### config.mk
export PLATFORM = sky130hd
export DESIGN_NAME = ah_cam_pool
export DESIGN_NICKNAME = d
export VERILOG_FILES = /design/src/rtl/ah_cam_pool.sv
export SDC_FILE = /design/constraint.sdc
export NUM_CORES = 1
export LEC_CHECK = 0
export ABC_AREA = 1
export CELL_PAD_IN_SITES_DETAIL_PLACEMENT = 1
export CELL_PAD_IN_SITES_GLOBAL_PLACEMENT = 2
export CORE_ASPECT_RATIO = 2
export CORE_MARGIN = 2
export CORE_UTILIZATION = 29
export CTS_CLUSTER_DIAMETER = 40
export DETAILED_ROUTE_END_ITERATION = 6
export PLACE_DENSITY_LB_ADDON = 0.1
export RECOVER_POWER = 100
export SLEW_MARGIN = 5
export SYNTH_ARGS = -nofsm -noshare
export SYNTH_HDL_FRONTEND = slang
export SYNTH_SLANG_ARGS = --single-unit
### constraint.sdc
create_clock -name clk -period 3.05 [get_ports clk]
set_clock_uncertainty 0.15 [all_clocks]
set_input_delay 0.61 -clock clk [delete_from_list [all_inputs] [get_ports clk]]
set_output_delay 0.61 -clock clk [all_outputs]
set_load 0.005 [all_outputs]
### src/rtl/ah_cam_pool.sv
// Content-addressable entry pool: it allocates the lowest free slot on a write and answers
// lookups by key with a registered response. A lookup can also free the lowest matching slot.
module ah_cam_pool #(
  parameter int unsigned DATA_W = 10,
  parameter int unsigned KEY_W  = 10,
  parameter int unsigned DEPTH  = 10,
  localparam int unsigned IDX_W = $clog2(DEPTH),
  localparam int unsigned CNT_W = $clog2(DEPTH + 1)
) (
  input  logic              clk,
  input  logic              rst,
  input  logic              wr_valid,
  output logic              wr_ready,
  input  logic [DATA_W-1:0] wr_data,
  output logic [IDX_W-1:0]  wr_idx,
  input  logic              snoop_valid,
  input  logic [KEY_W-1:0]  snoop_key,
  input  logic              snoop_free,
  output logic              resp_valid,
  output logic              resp_hit,
  output logic              resp_multi,
  output logic [IDX_W-1:0]  resp_idx,
  output logic [DATA_W-1:0] resp_data,
  input  logic              flush,
  output logic [CNT_W-1:0]  count,
  output logic              full,
  output logic              empty
);

  logic [DEPTH-1:0][DATA_W-1:0] entry_q;
  logic [DEPTH-1:0]             valid_q, valid_d;
  logic [CNT_W-1:0]             count_q, count_d;

  logic              wr_fire, free_fire;
  logic              hit, multi;
  logic [IDX_W-1:0]  hit_idx;
  logic [DATA_W-1:0] hit_data;

  assign count    = count_q;
  assign full     = (count_q == CNT_W'(DEPTH));
  assign empty    = (count_q == '0);
  assign wr_ready = ~full & ~flush;
  assign wr_fire  = wr_valid & wr_ready;

  // Lowest free slot; only meaningful while wr_ready is high.
  always_comb begin
    wr_idx = '0;
    for (int i = DEPTH - 1; i >= 0; i--) begin
      if (!valid_q[i]) wr_idx = IDX_W'(i);
    end
  end

  // Lookup runs on the registered contents, so a same-cycle write is not visible to it.
  always_comb begin
    hit      = 1'b0;
    multi    = 1'b0;
    hit_idx  = '0;
    hit_data = '0;
    for (int i = 0; i < DEPTH; i++) begin
      if (valid_q[i] && (entry_q[i][KEY_W-1:0] == snoop_key)) begin
        if (hit) begin
          multi = 1'b1;
        end else begin
          hit      = 1'b1;
          hit_idx  = IDX_W'(i);
          hit_data = entry_q[i];
        end
      end
    end
  end

  assign free_fire = snoop_valid & snoop_free & hit & ~flush;

  // The freed slot is always valid and the write slot invalid, so the two never collide.
  always_comb begin
    valid_d = valid_q;
    for (int i = 0; i < DEPTH; i++) begin
      if (free_fire && (hit_idx == IDX_W'(i))) valid_d[i] = 1'b0;
      if (wr_fire && (wr_idx == IDX_W'(i)))    valid_d[i] = 1'b1;
    end
    if (flush) valid_d = '0;
  end

  always_comb begin
    count_d = count_q + CNT_W'(wr_fire) - CNT_W'(free_fire);
    if (flush) count_d = '0;
  end

  always_ff @(posedge clk) begin
    if (rst) begin
      entry_q    <= '0;
      valid_q    <= '0;
      count_q    <= '0;
      resp_valid <= 1'b0;
      resp_hit   <= 1'b0;
      resp_multi <= 1'b0;
      resp_idx   <= '0;
      resp_data  <= '0;
    end else begin
      valid_q <= valid_d;
      count_q <= count_d;
      for (int i = 0; i < DEPTH; i++) begin
        if (wr_fire && (wr_idx == IDX_W'(i))) entry_q[i] <= wr_data;
      end
      resp_valid <= snoop_valid;
      if (snoop_valid) begin
        resp_hit   <= hit;
        resp_multi <= multi;
        resp_idx   <= hit_idx;
        resp_data  <= hit_data;
      end
    end
  end

endmodule
==> metrics.md, run 1 <==
| Metric | Value |
|---|---|
| Run status | `finished, final reports clean` |
| Critical Path Sink Type | `register` |
| Post-synth EDFFs | `0` |
| Dpl hpwl | `30.5 mm` |
| Yosys cell types | `45` |
| Fillers | `3375` |
| PwrDens | `428 nW/um^2` |
| Htree depth | `4` |
| Commonest register cell after synthesis | `dfxtp_1` |
| Crit path max fanout | `6` |
| Via density | `5.05` |
| Worst-path clk slew | `0.06 ns` |
| Grt ovf | `0` |
| Post-Syn Nets | `1240` |
| Site Rows | `84` |
| Post-synth ARST share | `0` |
| Antenna Cells | `0` |
| Register area | `2620 um^2` |
| CTS Hold Bufs | `0` |
| Crit path max-delay cell type | `fa_2` |
| Synth area leader | `dfxtp_1` |
| Min Hold Slack | `0.317 ns` |
| CP delay by family, top | `simple AND/OR/NAND/NOR gates` |
| Post-layout utilization of the core | `0.405` |
| RD Place Congestion | `0.959` |
| DRT Pass-1 Iters | `5` |
| Leak pwr | `4.49 nW` |
| Worst-Margin Slew | `0.830 ns` |
| Antenna-violating nets left | `0` |
| Vias in the first global route | `9238` |
| Setup CP Type | `in -> reg` |
| Longest Clk Path Bufs | `2` |
| Final-report setup violation count | `0` |
| Share of cells above drive strength 1 | `0.212` |
| Fin. Hold Viols | `0` |
| Die extent in x | `119 um` |
| IO buf count | `53` |
| Global-route wire length before repair | `58.3 mm` |
| Dpl cell area | `9590 um^2` |
| Max-cap check violation count | `0` |
| Core ar. | `26300 um^2` |
| CTS Root Cell | `clkbuf_16` |
| Crit path required time | `3.23 ns` |
| GRT Util Overall | `0.285` |
| Drc violations | `0` |
| Critical Path Max Stage Delay | `0.52 ns` |
| Synthesized area | `7720 um^2` |
| Syn-to-layout area delta | `37.9%` |
| Largest net degree at the start of global routing | `82` |
| Nets@finish | `1415` |
| Clock latency on the worst-skew pair | `0.45 ns` |
| Cell Chain, Critical Path | `clkdlybuf4s15_2 > inv_4 > buf_4 > nand2_1 > nand3_1 > nor2_2 > nand3_2 > nand2_4 > nor2_8 > nand4_1 > nand3_2 > inv_2 > ha_4 > inv_1 > ha_2 > inv_2 > fa_2 > nor2_1` |
| Final Slew Violations | `0` |
| Via count | `8785` |
| RSZ-0062 raised after global routing | `true` |
| Slew margin rel. | `0.445` |
| Syn. warnings | `0` |
| Final period util | `0.983` |
| Fin crit period | `3.00 ns` |
| Worst vdd ir | `384 uV` |
| Critical path buffers and inverters | `6` |
| Synth area leaders | `dfxtp_1, nand2_1, a21oi_1, o21ai_0, inv_1` |
| Max Freq | `334 MHz` |
| Multi-input gate area | `4360 um^2` |
| Cells after synthesis | `1207` |
| Worst hold path type | `reg -> reg` |
| Crit path launch type | `input port` |
| Library cell with the highest instance count after synthesis | `nand2_1` |
| Flops & latches, synth | `131` |
| Die ar. | `28000 um^2` |
| Non-Filler Cell Area, Final | `10600 um^2` |
| Post-synthesis sequential area ratio | `0.340` |
| WL/cell | `22.6 um` |
| Mean Syn Cell Area | `6.39 um^2` |
| CP arrival | `3.18 ns` |
| Initial antenna violation count | `0` |
| TritonCTS Buffers | `17` |
| Initial core utilization | `0.294` |
| Routed wire length | `39.2 mm` |
| 1st-iter DRT viols | `321` |
| CTS tree | `yes` |
| Yosys top cell area share | `0.340` |
| TritonCTS sink count | `131` |
| Number of I/O pins | `54` |
| Die Y | `235 um` |
| Post-synth top cells | `nand2_1, inv_1, a21oi_1` |
repair_timing:
| item | CTS | global route |
|---|---|---|
| gates resized for setup | 56 | 43 |
| setup buffers | 16 | 4 |
| pin swaps | 11 | 23 |
| setup endpoints to repair | 27 | 10 |
| gates cloned | 2 | 1 |
power breakdown:
group | total [mW] | internal [mW] | switching, mW
Combinational | 0.446 | 0.170 | 0.276
Clock | 2.37 | 1.49 | 0.874
Sequential | 1.74 | 1.73 | 0.0131
Total | 4.55 | 3.39 | 1.16
state kept, by name (all words and copies together) (netlist names):
register / flops
resp_idx: 4
count: 4
resp_multi: 1
resp_valid: 1
entry_q: 100
resp_data: 10
valid_q: 10
resp_hit: 1
logic make-up after synthesis:
family,synth area share
adders and majority gates,0.0123
and+or+nand+nor,0.285
buffers and inverters,0.124
xor gates and xnor gates,0.0272
AOI/OAI and AO/OA,0.212
DFF,0.340
worst min-delay path: cells and delay by family (launching register included):
family          cells  cell delay (ns)
simple gates        1             0.06
compound gates      1             0.06
flops               1             0.31
through the flow:
step | std cells | TNS [ns] | total power, mW | worst slack, ns
floorplan | 1207 | 0 | 1.97 | 0.0194
global placement | 1685 | -16.68 | 2.19 | -0.993
detailed placement | 1685 | -17.56 | 2.19 | -1.03
CTS | 1734 | 0 | 4.59 | 0.00651
global route | 1738 | -0.0221 | 4.69 | -0.0221
finish | 1738 | 0 | 4.55 | 0.0533
cell usage in the layout (no fill, tap or decap), drive strengths merged:
cell	instances
and2	1
buf	161
nand3	52
dfxtp	131
a31oi	1
xor2	13
clkbuf	34
inv	164
or2	1
nor2	103
nor4	1
nand2	312
nand4	17
xnor2	11
clkinvlp	3
o211ai	14
dlygate4sd3	21
ha	6
nor3	13
o221ai	1
nand3b	1
clkinv	5
a211oi	1
o21a	1
nor3b	2
fa	1
o22ai	2
a21oi	153
o21ai	137
a21boi	2
clkdlybuf4s50	22
clkdlybuf4s15	2
bufinv	5
final timing paths:
path                              startpoint            to  slack [ns]  cells after the start
worst min register to register  resp_data[8]  resp_data[8]        0.32                      2
worst min-delay path            resp_data[8]  resp_data[8]        0.32                      2
worst max-delay path            snoop_key[1]      count[1]        0.05                     18
worst max register to register   entry_q[26]      count[1]        0.13                     16
metal layers:
| metal | track usage | vias up | wire length [um] |
|---|---|---|---|
| met5 | 0 | - | 0 |
| met4 | 0.208 | 0 | 3340 |
| met3 | 0.0388 | 124 | 1070 |
| met2 | 0.546 | 230 | 21300 |
| met1 | 0.268 | 4217 | 13500 |
| li1 | - | 4214 | - |
layout make-up:
class / count / share of cell area
Inverter: 165 / 0.0601
Timing Repair Buffer: 221 / 0.182
Clock buffer: 19 / 0.0426
Sequential cell: 131 / 0.247
Clock inverter: 12 / 0.0192
Multi-Input combinational cell: 846 / 0.409
Tap cell: 344 / 0.0405
Note: power is estimated with default switching activity, not from simulation.
==> run 2, diff against run 1 <==
--- a/config.mk
+++ b/config.mk
@@ -10,7 +10,7 @@
 export CELL_PAD_IN_SITES_GLOBAL_PLACEMENT = 2
 export CORE_ASPECT_RATIO = 2
 export CORE_MARGIN = 2
-export CORE_UTILIZATION = 29
+export CORE_UTILIZATION = 35
 export CTS_CLUSTER_DIAMETER = 40
 export DETAILED_ROUTE_END_ITERATION = 6
 export PLACE_DENSITY_LB_ADDON = 0.1
==> constraint.sdc (replaced) <==
create_clock -name clk -period 3.6 [get_ports clk]
set_clock_uncertainty 0.15 [all_clocks]
set_input_delay 0.72 -clock clk [delete_from_list [all_inputs] [get_ports clk]]
set_output_delay 0.72 -clock clk [all_outputs]
set_load 0.005 [all_outputs]
==> run 2 against run 1 <==
  * Routed wire length decreased by 7.6%
  * Non-clock buffer count decreased by 67
  * Critical endpoint is now resp_data[1]
  * Sequential cell count unchanged
  * Power decreased by 14%
  * Utilization increased by 5.2 points
==> metrics.md, run 2 (synthesis results as in run 1) <==
| Metric | Value |
|---|---|
| Worst hold path type | `reg -> reg` |
| Routed wire length | `36.2 mm (-7.6%)` |
| Finished Layout Cells | `1601 (-7.9%)` |
| TritonCTS Buffers | `17 (unchanged)` |
| Run status | `finished, final reports clean` |
| Reg2Reg Depth | `9 (-7)` |
| Via density | `5.33 (+5.5%)` |
| Worst vdd ir | `285 uV (-26%)` |
| RD Place Congestion | `0.939 (-2.1%)` |
| Switching Share | `0.236 (-0.0199)` |
| Clock power frac | `0.536 (+0.016)` |
| Initial core utilization | `0.357 (+0.0638)` |
| Worst-Margin Slew | `1.13 ns (+0.296 ns)` |
| Number of flip-flops in the largest register | `100 (unchanged)` |
| Crit path launch type | `input port` |
| Core ar. | `21600 um^2 (-18%)` |
| Final-report setup violation count | `0 (unchanged)` |
| Max Freq | `288 MHz` |
| CTS Root Cell | `clkbuf_16` |
| WHS Path Cells | `2 (unchanged)` |
| 1st-iter DRT viols | `401 (+25%)` |
| Min-delay src | `resp_data[8]` |
| Sw Pwr | `0.924 mW (-21%)` |
| Global-route wire length before repair | `54.3 mm (-6.8%)` |
| CP arrival | `3.65 ns (+0.47 ns)` |
| Largest Register | `entry_q` |
| Internal | `3.00 mW (-12%)` |
| WL/cell | `22.6 um (+0.35%)` |
| Worst-path clk slew | `0.06 ns (about the same)` |
| Via count | `8539 (-2.8%)` |
| Longest Clk Path Bufs | `2 (unchanged)` |
| Largest net degree at the start of global routing | `101 (+23%)` |
| Drc violations | `0 (unchanged)` |
| Initial antenna violation count | `0 (unchanged)` |
| Largest registers | `entry_q (100), resp_data (10), valid_q (10)` |
| Crit path required time | `3.79 ns (+0.56 ns)` |
| Dpl hpwl | `28.2 mm (-7.4%)` |
| Fin crit period | `3.47 ns` |
| Antenna Cells | `0 (unchanged)` |
| Syn-to-layout area delta | `27.8%` |
| Power share of the sequential group | `0.376 (-0.006)` |
| Combinational Power Share | `0.087 (-0.011)` |
| CTS Hold Bufs | `0 (unchanged)` |
| FF-to-FF Start | `valid_q[3]` |
| Nets@finish | `1348 (-4.7%)` |
| Slew margin rel. | `0.249 (-0.196)` |
| Max-cap check violation count | `0 (unchanged)` |
| Fin. Hold Viols | `0 (unchanged)` |
| Most common cell after layout, fill and taps aside | `nand2_1` |
| Vias in the first global route | `9190 (-0.52%)` |
| Die ar. | `23300 um^2 (-17%)` |
| Die Y | `214 um (-8.8%)` |
| Setup CP Type | `in -> reg` |
| Critical Path Sink Type | `register` |
| Htree depth | `4 (unchanged)` |
| CTS tree | `yes` |
| Crit path max fanout | `16 (+10)` |
| GRT Util Overall | `0.323 (+0.0378)` |
| Final setup TNS | `0 ns (unchanged)` |
| Post-layout utilization of the core | `0.457 (+0.0519)` |
| Commonest cells after routing, fill and taps aside | `nand2_1, inv_1, a21oi_1` |
| Dpl cells | `1567 (-7.0%)` |
| Number of I/O pins | `54 (unchanged)` |
| Antenna-violating nets left | `0 (unchanged)` |
| TritonCTS sink count | `131 (unchanged)` |
| Final Slew Violations | `0 (unchanged)` |
| Fillers | `2805 (-17%)` |
| Final period util | `0.963` |
| Min Hold Slack | `0.319 ns (+0.00179 ns)` |
| CP startpoint | `snoop_key[5]` |
| Site Rows | `76 (-9.5%)` |
| PwrDens | `398 nW/um^2 (-7.1%)` |
| Grt ovf | `0 (unchanged)` |
| Leak pwr | `4.14 nW (-7.7%)` |
| Share of cells above drive strength 1 | `0.123 (-0.0881)` |
| IO buf count | `53 (unchanged)` |
| DRT Pass-1 Iters | `4 (-1)` |
| Clock latency on the worst-skew pair | `0.45 ns (about the same)` |
| Die extent in x | `109 um (-8.7%)` |
## run 2: worst paths after layout
check / slack (ns) / end
worst max-delay path: 0.13 / resp_data[1]
worst min-delay path: 0.32 / resp_data[8]
worst max register to register: 0.59 / entry_q[18]
worst min register to register: 0.32 / resp_data[8]
## run 2: power groups by stage
stage / logic (mW) / clock network, mW / registers (mW)
floorplan: 0.168 / 0 / 1.50
global placement: 0.335 / 0 / 1.51
detailed placement: 0.338 / 0 / 1.51
CTS: 0.341 / 2.13 / 1.48
global route: 0.371 / 2.19 / 1.48
finish: 0.343 / 2.10 / 1.48
## run 2: layout make-up
cell class	count	area (um^2)	share of cell area
Sequential cell	131	2620	0.266
Multi-Input combinational cell	846	4150	0.421
Clock inverter	9	224	0.0227
Inverter	165	627	0.0636
Tap cell	273	342	0.0346
Timing Repair Buffer	154	1430	0.145
Clock buffer	23	468	0.0475
## run 2: routing by layer
layer  track usage  vias up  share of wire
met3        0.0542      136          0.033
met1         0.304     4110           0.34
met2         0.590      213           0.54
li1              -     4080              -
met4         0.251        0          0.090
met5             0        -              0
## run 2: stage by stage
| stage | power, mW | setup WS (ns) | instance area, um^2 |
|---|---|---|---|
| after global routing | 4.03 | -0.00389 | 9860 |
| after floorplan | 1.67 | 0.459 | 7720 |
| after CTS | 3.95 | 0.0606 | 9860 |
| after global placement | 1.84 | -0.588 | 9170 |
| final | 3.92 | 0.133 | 9860 |
| after detailed placement | 1.85 | -0.652 | 9170 |
## run 2: timing repair
item                                    CTS  global route
endpoints found under the setup margin    8             3
pin swaps                                 0             2
gates resized for setup                   2            12
buffers inserted                          0             2
## run 2: worst max-delay path: stages
cell and delay, ns:
clkdlybuf4s50_1 0.46, buf_4 0.22, xnor2_1 0.28, nand2_1 0.12
nor2_1 0.22, nand3_4 0.11, nand2_4 0.10, nor2_8 0.04
buf_4 0.20, o21ai_0 0.22, buf_4 0.25, buf_4 0.14
nand2_1 0.05, nor2_1 0.19, nor2_1 0.06, nand2_1 0.07
nand2_1 0.06, nand2_1 0.06, a21oi_1 0.06
==> variant (settings of run 2) <==
Set the parameter `DEPTH` to 11 (it was 10).
--- a/src/rtl/ah_cam_pool.sv
+++ b/src/rtl/ah_cam_pool.sv
@@ -3,7 +3,7 @@
 module ah_cam_pool #(
   parameter int unsigned DATA_W = 10,
   parameter int unsigned KEY_W  = 10,
-  parameter int unsigned DEPTH  = 10,
+  parameter int unsigned DEPTH  = 11,
   localparam int unsigned IDX_W = $clog2(DEPTH),
   localparam int unsigned CNT_W = $clog2(DEPTH + 1)
 ) (
Behaviour: no difference found for any inputs over 4 cycles, from zero or initial values and one cycle with rst high; that may be too few to reach the edited logic, so the function may still have changed.
==> variant against run 2 <==
Sequential power grew 8%; register-to-register slack lost 0.38 ns; design area grew 31%; synthesized area grew 22%; combinational power grew 64%; non-clock buffer count grew 161; sequential cell count grew 11; wire length grew 44%; total power grew 2.2%; count of clock-buffer cells in the layout shrank 6; setup slack gained 0.0084 ns; clock power shrank 12%; largest cell class unchanged.
==> variant: results (changes against run 2) <==
run_status:
  status: "completed"  # unchanged
pwr:
  peakVddDrop_uv: 331.9  # was 285.2 µV
  leakagePower_nw: 5.836  # was 4.142 nW
placed_design:
  postPlaceCellArea_mm2: 0.01210  # was 0.009165 mm²
  dp_hpwl_um: 40530  # was 28220 µm
  place_ws_ns: -0.7999  # was -0.6516 ns
  dp.cells: 2148  # was 1567
  gp_congestion: 0.9823  # was 0.9388
grt:
  track_usage_pct: 37.02  # was 32.27%
  met1_usage_pct: 34.71  # was 30.42%
  met2_usage_pct: 68.03  # was 59.01%
yosys:
  synth-compound-area-share_pct: 17.65  # was 21.21%
  syn_nets: 1603  # was 1240
  synth_common_cells: "nand2_1 (449), inv_1 (221), a21oi_1 (154)"  # was nand2_1 (304), inv_1 (150), a21oi_1 (147)
  synth_adder_area_share_pct: 1.120  # was 1.232%
  synth-seq-area-share_pct: 30.29  # was 33.99%
finish:
  drive_gt1_share_pct: 18.26  # was 12.35%
  stdcell_count: 2191  # was 1601
setup_path:
  r2r_start: "entry_q[37]"  # was valid_q[3]
  cp_top_family: "compound AO/OA/AOI/OAI gates"  # was buffers and inverters
  reg2reg_depth: 18  # was 9
  cpPeakStageDelay_ns: 0.62  # was 0.46 ns
  cp_max_fo: 6  # was 16
  cp_data_arrival_time_ns: 2.59  # was 3.65 ns
min_path:
  min_to: "resp_data[2]"  # was resp_data[8]
drt:
  vias_per_cell: 5.328  # was 5.334
  wl_met1_um: 17610  # was 12300 µm
  first_pass_iters: 5  # was 4
  drt_iter0_drc: 483  # was 401
clock_tree:
  clk_latency_ns: 0.47  # was 0.45 ns
[variant: cell count changes after synthesis, sizes merged, moves of 13 or more]
cell and delta:
nor2 +36, nand3 +43, inv +71, xnor2 +13, nand2 +143, clkbuf +13
[variant: cell type report]
type	count	area, µm²
Fill cell	3561	13480
Timing Repair Buffer	315	2733
Clock buffer	17	425.4
Tap cell	344	430.4
Antenna cell	1	2.502
Clock inverter	15	163.9
Inverter	234	894.6
Sequential cell	142	2843
Multi-Input combinational cell	1123	5405
[variant: how the worst max path moves through the flow]
| stage | to | slack [ns] | startpoint | depth (start not counted) |
|---|---|---|---|---|
| after global placement | count[2] | -0.70 | snoop_key[5] | 22 |
| after floorplan | count[2] | 0.21 | snoop_key[0] | 22 |
| after CTS | count[2] | 0.0009 | snoop_key[9] | 20 |
| after detailed placement | count[2] | -0.80 | snoop_key[5] | 22 |
| after global routing | valid_q[2] | 0.01 | snoop_key[5] | 23 |
| final | wr_idx[0] | 0.14 | valid_q[8] | 7 |
[variant: logic make-up after synthesis]
group                      after synthesis
and+or+nand+nor                        755
adders and majority gates                8
buffers and inverters                  306
DFF                                    142
AOI/OAI and AO/OA                      322
xor gates and xnor gates                37
[variant: metrics by stage]
step | hold slack (ns) | utilization [%] | TNS, ns | power, mW
after global placement | 0.3032 | 45.85 | -11.81 | 2.169
after floorplan | 0.2989 | - | 0 | 1.851
after CTS | 0.3218 | 48.50 | 0 | 4.020
after detailed placement | 0.3101 | 45.85 | -12.45 | 2.176
final | 0.3155 | 48.89 | 0 | 4.007
after global routing | 0.3432 | 48.88 | 0 | 4.125
[variant: power by group]
group / total (mW) / internal (mW) / switching [mW] / leakage, nW
clock network: 1.85 / 0.989 / 0.859 / 0.290
logic: 0.563 / 0.223 / 0.340 / 4.40
registers: 1.60 / 1.58 / 0.0121 / 1.15
